--- config.mk ---
export PLATFORM = sky130hd
export DESIGN_NAME = multibit_fifo_ring
export DESIGN_NICKNAME = d
export VERILOG_FILES = /design/src/rtl/multibit_fifo_ring.sv
export SDC_FILE = /design/constraint.sdc
export NUM_CORES = 1
export LEC_CHECK = 0
export BUFFER_PORTS_ARGS = -buffer_cell sky130_fd_sc_hd__buf_2
export CAP_MARGIN = 10
export CORE_UTILIZATION = 57
export CTS_CLUSTER_DIAMETER = 40
export DETAILED_ROUTE_END_ITERATION = 10
export GPL_TIMING_DRIVEN = 0
export HOLD_SLACK_MARGIN = 0.02
export PLACE_DENSITY_LB_ADDON = 0.25
export SLEW_MARGIN = 20
export SYNTH_ARGS = -nofsm -noshare
export SYNTH_HDL_FRONTEND = slang
export SYNTH_SLANG_ARGS = --single-unit
--- constraint.sdc ---
create_clock -name clk -period 3.51 [get_ports clk]
set_input_delay 0.1755 -clock clk [delete_from_list [all_inputs] [get_ports clk]]
set_output_delay 0.1755 -clock clk [all_outputs]
set_load 0.03 [all_outputs]
--- src/rtl/multibit_fifo_ring.sv ---
// -----------------------------------------------------------------------------
// multibit_fifo_ring
//
// Single-clock FIFO with valid/ready handshakes on both sides. Depth is any
// power of two; pointers carry one extra wrap bit so full and empty can be
// told apart without a separate flag. Adds an occupancy count, programmable
// almost-full/almost-empty flags and a synchronous flush.
//
// Handshake: a transfer happens on a rising clk edge when valid and ready are
// both 1 on that side. The producer may change avalid/adata freely while
// aready is 0. bdata is stable while bvalid is 1 and no pop occurs.
//
// Ports:
//   clk           clock, all logic on posedge
//   reset         synchronous active-high reset (priority over flush)
//   flush         synchronous discard of all stored entries
//   avalid/adata  write side request and payload
//   aready        write side ready (not full, not in reset)
//   bvalid/bdata  read side valid (not empty, not in reset) and head entry
//   bready        read side ready
//   count         occupancy, 0..DEPTH
//   almost_full   count >= AFULL_THRESH
//   almost_empty  count <= AEMPTY_THRESH
// -----------------------------------------------------------------------------
module multibit_fifo_ring #(
    parameter int DATA_WIDTH    = 32,
    parameter int DEPTH         = 4,
    parameter int AFULL_THRESH  = DEPTH - 1,
    parameter int AEMPTY_THRESH = 1
) (
    input  logic                           clk,
    input  logic                           reset,
    input  logic                           flush,
    input  logic                           avalid,
    input  logic [DATA_WIDTH-1:0]          adata,
    output logic                           aready,
    output logic                           bvalid,
    output logic [DATA_WIDTH-1:0]          bdata,
    input  logic                           bready,
    output logic [$clog2(DEPTH+1)-1:0]     count,
    output logic                           almost_full,
    output logic                           almost_empty
);

    localparam int ADDR_W = $clog2(DEPTH);
    localparam int CNT_W  = $clog2(DEPTH + 1);

    localparam logic [ADDR_W:0]  PTR_ONE  = {{ADDR_W{1'b0}}, 1'b1};
    localparam logic [CNT_W-1:0] CNT_ONE  = {{(CNT_W-1){1'b0}}, 1'b1};
    localparam logic [CNT_W-1:0] AFULL_T  = CNT_W'(AFULL_THRESH);
    localparam logic [CNT_W-1:0] AEMPTY_T = CNT_W'(AEMPTY_THRESH);

    logic [DATA_WIDTH-1:0] r_mem [DEPTH];
    logic [ADDR_W:0]       r_wptr;
    logic [ADDR_W:0]       r_rptr;
    logic [CNT_W-1:0]      r_count;

    logic w_empty;
    logic w_full;
    logic w_push;
    logic w_pop;

    // Same address with opposite wrap bits means the writer is a full lap ahead.
    assign w_empty = (r_wptr == r_rptr);
    assign w_full  = (r_wptr[ADDR_W-1:0] == r_rptr[ADDR_W-1:0]) &&
                     (r_wptr[ADDR_W] != r_rptr[ADDR_W]);

    assign aready = ~w_full & ~reset;
    assign bvalid = ~w_empty & ~reset;

    assign w_push = avalid & aready;
    assign w_pop  = bvalid & bready;

    // Head entry read straight from the array; no write-through bypass.
    assign bdata = r_mem[r_rptr[ADDR_W-1:0]];

    assign count        = r_count;
    assign almost_full  = (r_count >= AFULL_T);
    assign almost_empty = (r_count <= AEMPTY_T);

    // Storage has no reset. A push coinciding with flush is dropped, so the
    // array is only written when the pointer will actually advance.
    always_ff @(posedge clk) begin
        if (w_push && !flush) begin
            r_mem[r_wptr[ADDR_W-1:0]] <= adata;
        end
    end

    always_ff @(posedge clk) begin
        if (reset || flush) begin
            r_wptr  <= '0;
            r_rptr  <= '0;
            r_count <= '0;
        end else begin
            if (w_push) begin
                r_wptr <= r_wptr + PTR_ONE;
            end
            if (w_pop) begin
                r_rptr <= r_rptr + PTR_ONE;
            end
            case ({w_push, w_pop})
                2'b10:   r_count <= r_count + CNT_ONE;
                2'b01:   r_count <= r_count - CNT_ONE;
                default: r_count <= r_count;
            endcase
        end
    end

endmodule

==> impl_metrics.py <==
metrics = {
    "synthesis": {
        "yosysTopAreaCell": "edfxtp_1",
        "syn_nets": 313,
        "synthFlopType": "edfxtp_1",
        "yosysSeqAreaShare_pct": 74.3,
        "synthTopCellsByCount": "edfxtp_1 (128), mux4_2 (32), dfxtp_1 (11), ha_1 (10), inv_1 (7)",
        "synth_cell_types": 34,
        "syn_area_um2": 5470,
        "yosys-top-cells-area": "edfxtp_1 (70%), mux4_2 (13%), dfxtp_1 (4.0%)",
        "synthCells": 266,
        "post-synth-top-count-cell": "edfxtp_1",
        "synth_seq_cells": 139,
        "synthArstFlopShare_pct": 0,
        "yosysTopAreaCellShare_pct": 70.3,
        "ys_warn_count": 0,
        "synth.avg_cell_area_um2": 20.6,
        "synth_edf_count": 128,
    },
    "timing": {
        "maxSlewViolCount": 0,
        "clock_skew_ns": 0.00792,
        "hold_slack_ns": 0.0628,
        "fmax_mhz": 383,
        "finalSetupViolations": 0,
        "hold_violations": 0,
        "setup_ws_ns": 0.897,
        "rsz0062_at_grt": "no",
        "worst_pin_slew_ns": 0.770,
        "min_period_over_period_pct": 74.4,
        "finalCriticalPeriod_ns": 2.61,
        "relSlewSlack_pct": 48.6,
    },
    "power": {
        "p_per_area_nw_per_um2": 558,
        "clock_power_share_pct": 48.1,
        "sw_frac_of_total_pct": 20.4,
        "p_int_mw": 3.15,
        "power.switching_uw": 807,
        "power_frac_seq_pct": 46.4,
        "p_leak_nw": 2.52,
        "comb_power_share_pct": 5.5,
        "ir_drop_uv": 424,
    },
    "worst_setup_path": {
        "worst_path_largest_cell_delay_ns": 0.69,
        "reg2regPathDepth": 5,
        "cp_data_arrival_time_ns": 2.84,
        "end_kind": "flip-flop",
        "r2r_start": "r_wptr[0]",
        "critical_path.cell_chain": "xnor2_2 -> a311o_4 -> nor3b_4 -> buf_16 -> buf_6",
        "r2r-end": "r_mem[2][18]",
        "cp_slowest_cell": "nor3b_4",
        "worstPathRequired_ns": 3.74,
        "start_kind": "flip-flop",
        "critPathLaunch": "r_wptr[0]",
        "crit_end": "r_mem[2][18]",
        "critPathMaxFanout": 13,
        "criticalPathCategory": "reg -> reg",
        "r2r_slack_ns": 0.90,
    },
    "job": {
        "maxCapViolations": 0,
    },
    "clock_network": {
        "cts-root-buf": "clkbuf_8",
        "insertion_delay_ns": 0.52,
        "ctsHoldBuffers": 33,
        "clk_path_buf_depth": 2,
        "cts_tree": "built",
        "post_cts_buffers": 0,
        "cts.sinks": 139,
        "cts_resized": 0,
        "htree_levels": 4,
        "path_clk_slew_ns": 0.06,
        "numCtsBuffers": 17,
    },
    "placement": {
        "dp_hpwl_mm": 6.21,
        "dp.cells": 477,
        "portBuffers": 74,
        "routabilityCongestion": 0.786,
        "place_ws_ns": 0.873,
    },
    "routing": {
        "routed_wl_mm": 10.0,
        "vias_per_cell": 5.50,
        "first_pass_iters": 5,
        "drcViolationCount": 0,
        "final_antenna_net_count": 0,
        "wl_per_cell_um": 18.6,
        "vias": 2976,
        "drtIter0Drc": 158,
    },
    "floorplan": {
        "num_rows": 35,
        "initial_core_util_pct": 58.9,
        "dieArea_um2": 9990,
        "core_area_um2": 9280,
        "die_y_um": 99.9,
        "die_w_um": 99.9,
        "pin_count": 76,
    },
    "cells_and_area": {
        "syn2layout_area_growth_pct": 29.9,
        "fin_cells": 541,
        "drive_gt1_share_pct": 38.8,
        "antennaDiodeCount": 0,
        "final_nets": 447,
    },
    "hold_path": {
        "hp-class": "in -> reg",
        "hold_depth": 3,
    },
    "global_route": {
        "grt.total_usage_pct": 22.3,
        "grt_max_degree": 17,
        "grt_pass1_vias": 3028,
        "grt_overflow": 0,
        "grt_pass1_wl_mm": 15.8,
        "antenna_found_initial": 0,
    },
    "outcome": {
        "status": "complete, no violations",
    },
}
metrics by stage:
step | setup TNS (ns) | power [mW] | area [µm²] | utilization, %
5_1_grt | 0 | 4.06 | 7100 | 76.5
3_3_place_gp | -43.71 | 2.05 | 6000 | 64.6
3_5_place_dp | 0 | 2.06 | 6140 | 66.1
6_report | 0 | 3.96 | 7100 | 76.5
2_1_floorplan | 0 | 1.98 | 5470 | -
4_1_cts | 0 | 3.98 | 7100 | 76.5
state kept, by name, indices dropped and copies added, names as in the netlist, named ones only:
register and cells:
count 3, r_mem 128, r_rptr 3, r_wptr 3
cell usage in the layout, fill, tap and decap left out, drive strengths merged:
cell type	Yosys	routed
a31oi	6	6
a211o	2	2
nor2b	1	1
ha	10	10
clkbuf	6	24
nand2	4	4
nor3b	6	6
edfxtp	128	128
inv	7	10
o211ai	2	2
buf	6	88
a21o	2	2
o21bai	1	1
a21oi	4	4
xor2	5	5
or4	1	1
a211oi	1	1
bufinv	0	5
and2	1	1
mux4	32	32
and3b	1	1
or2	1	1
dfxtp	11	11
dlygate4sd3	0	33
clkinvlp	0	1
nor4b	4	4
nand4	4	4
o21ai	6	6
and3	1	1
xnor2	3	3
a311o	1	1
clkinv	0	4
nor2	5	5
nand3	4	4
worst min path at each step:
stage	startpoint	endpoint
6_report	bready	r_rptr[1]
4_1_cts	bready	r_rptr[1]
3_3_place_gp	adata[22]	r_mem[2][22]
5_1_grt	bready	r_rptr[1]
3_5_place_dp	adata[31]	r_mem[2][31]
2_1_floorplan	adata[0]	r_mem[0][0]
worst max-delay path, delay by kind of cell (launching register included):
kind                   cells  cell delay, ns
flip-flops                 1            0.53
AO/OA/AOI/OAI              1            0.44
AND/OR/NAND/NOR            1            0.69
XOR/XNOR                   1            0.25
buffers and inverters      2            0.40
layer usage:
metal / track usage (%) / vias to the layer above / wire length, µm
met2: 36.3 / 105 / 5110
met4: 9.05 / 0 / 99
met5: 0 / - / 0
met1: 28.3 / 1496 / 4220
met3: 6.82 / 9 / 606
li1: - / 1366 / -
kinds of logic after synthesis:
group                    share of synthesized area (%)
AO/OA/AOI/OAI                                     3.16
XOR/XNOR                                          1.56
adder cells (fa/ha/maj)                           2.29
buffers and inverters                             1.44
flip-flops                                        74.3
multiplexers                                      13.2
AND/OR/NAND/NOR                                   4.03
power by group through the flow:
| stage | Combinational [mW] | Sequential, mW | Clock (mW) |
|---|---|---|---|
| floorplan | 0.112 | 1.87 | 0 |
| global placement | 0.179 | 1.87 | 0 |
| detailed placement | 0.190 | 1.87 | 0 |
| CTS | 0.221 | 1.84 | 1.93 |
| global route | 0.237 | 1.84 | 1.99 |
| finish | 0.219 | 1.84 | 1.90 |
final cells by class:
class                      count  area [µm²]
buffer                        12        52.6
multi-input combinational    108        1350
sequential                   139        4060
clock buffer                  18         418
clock inverter                13         215
timing repair buffer         115         815
fill                         532        2180
tap                          129         161
inverter                       7        26.3
(Power assumes the default switching activity.)
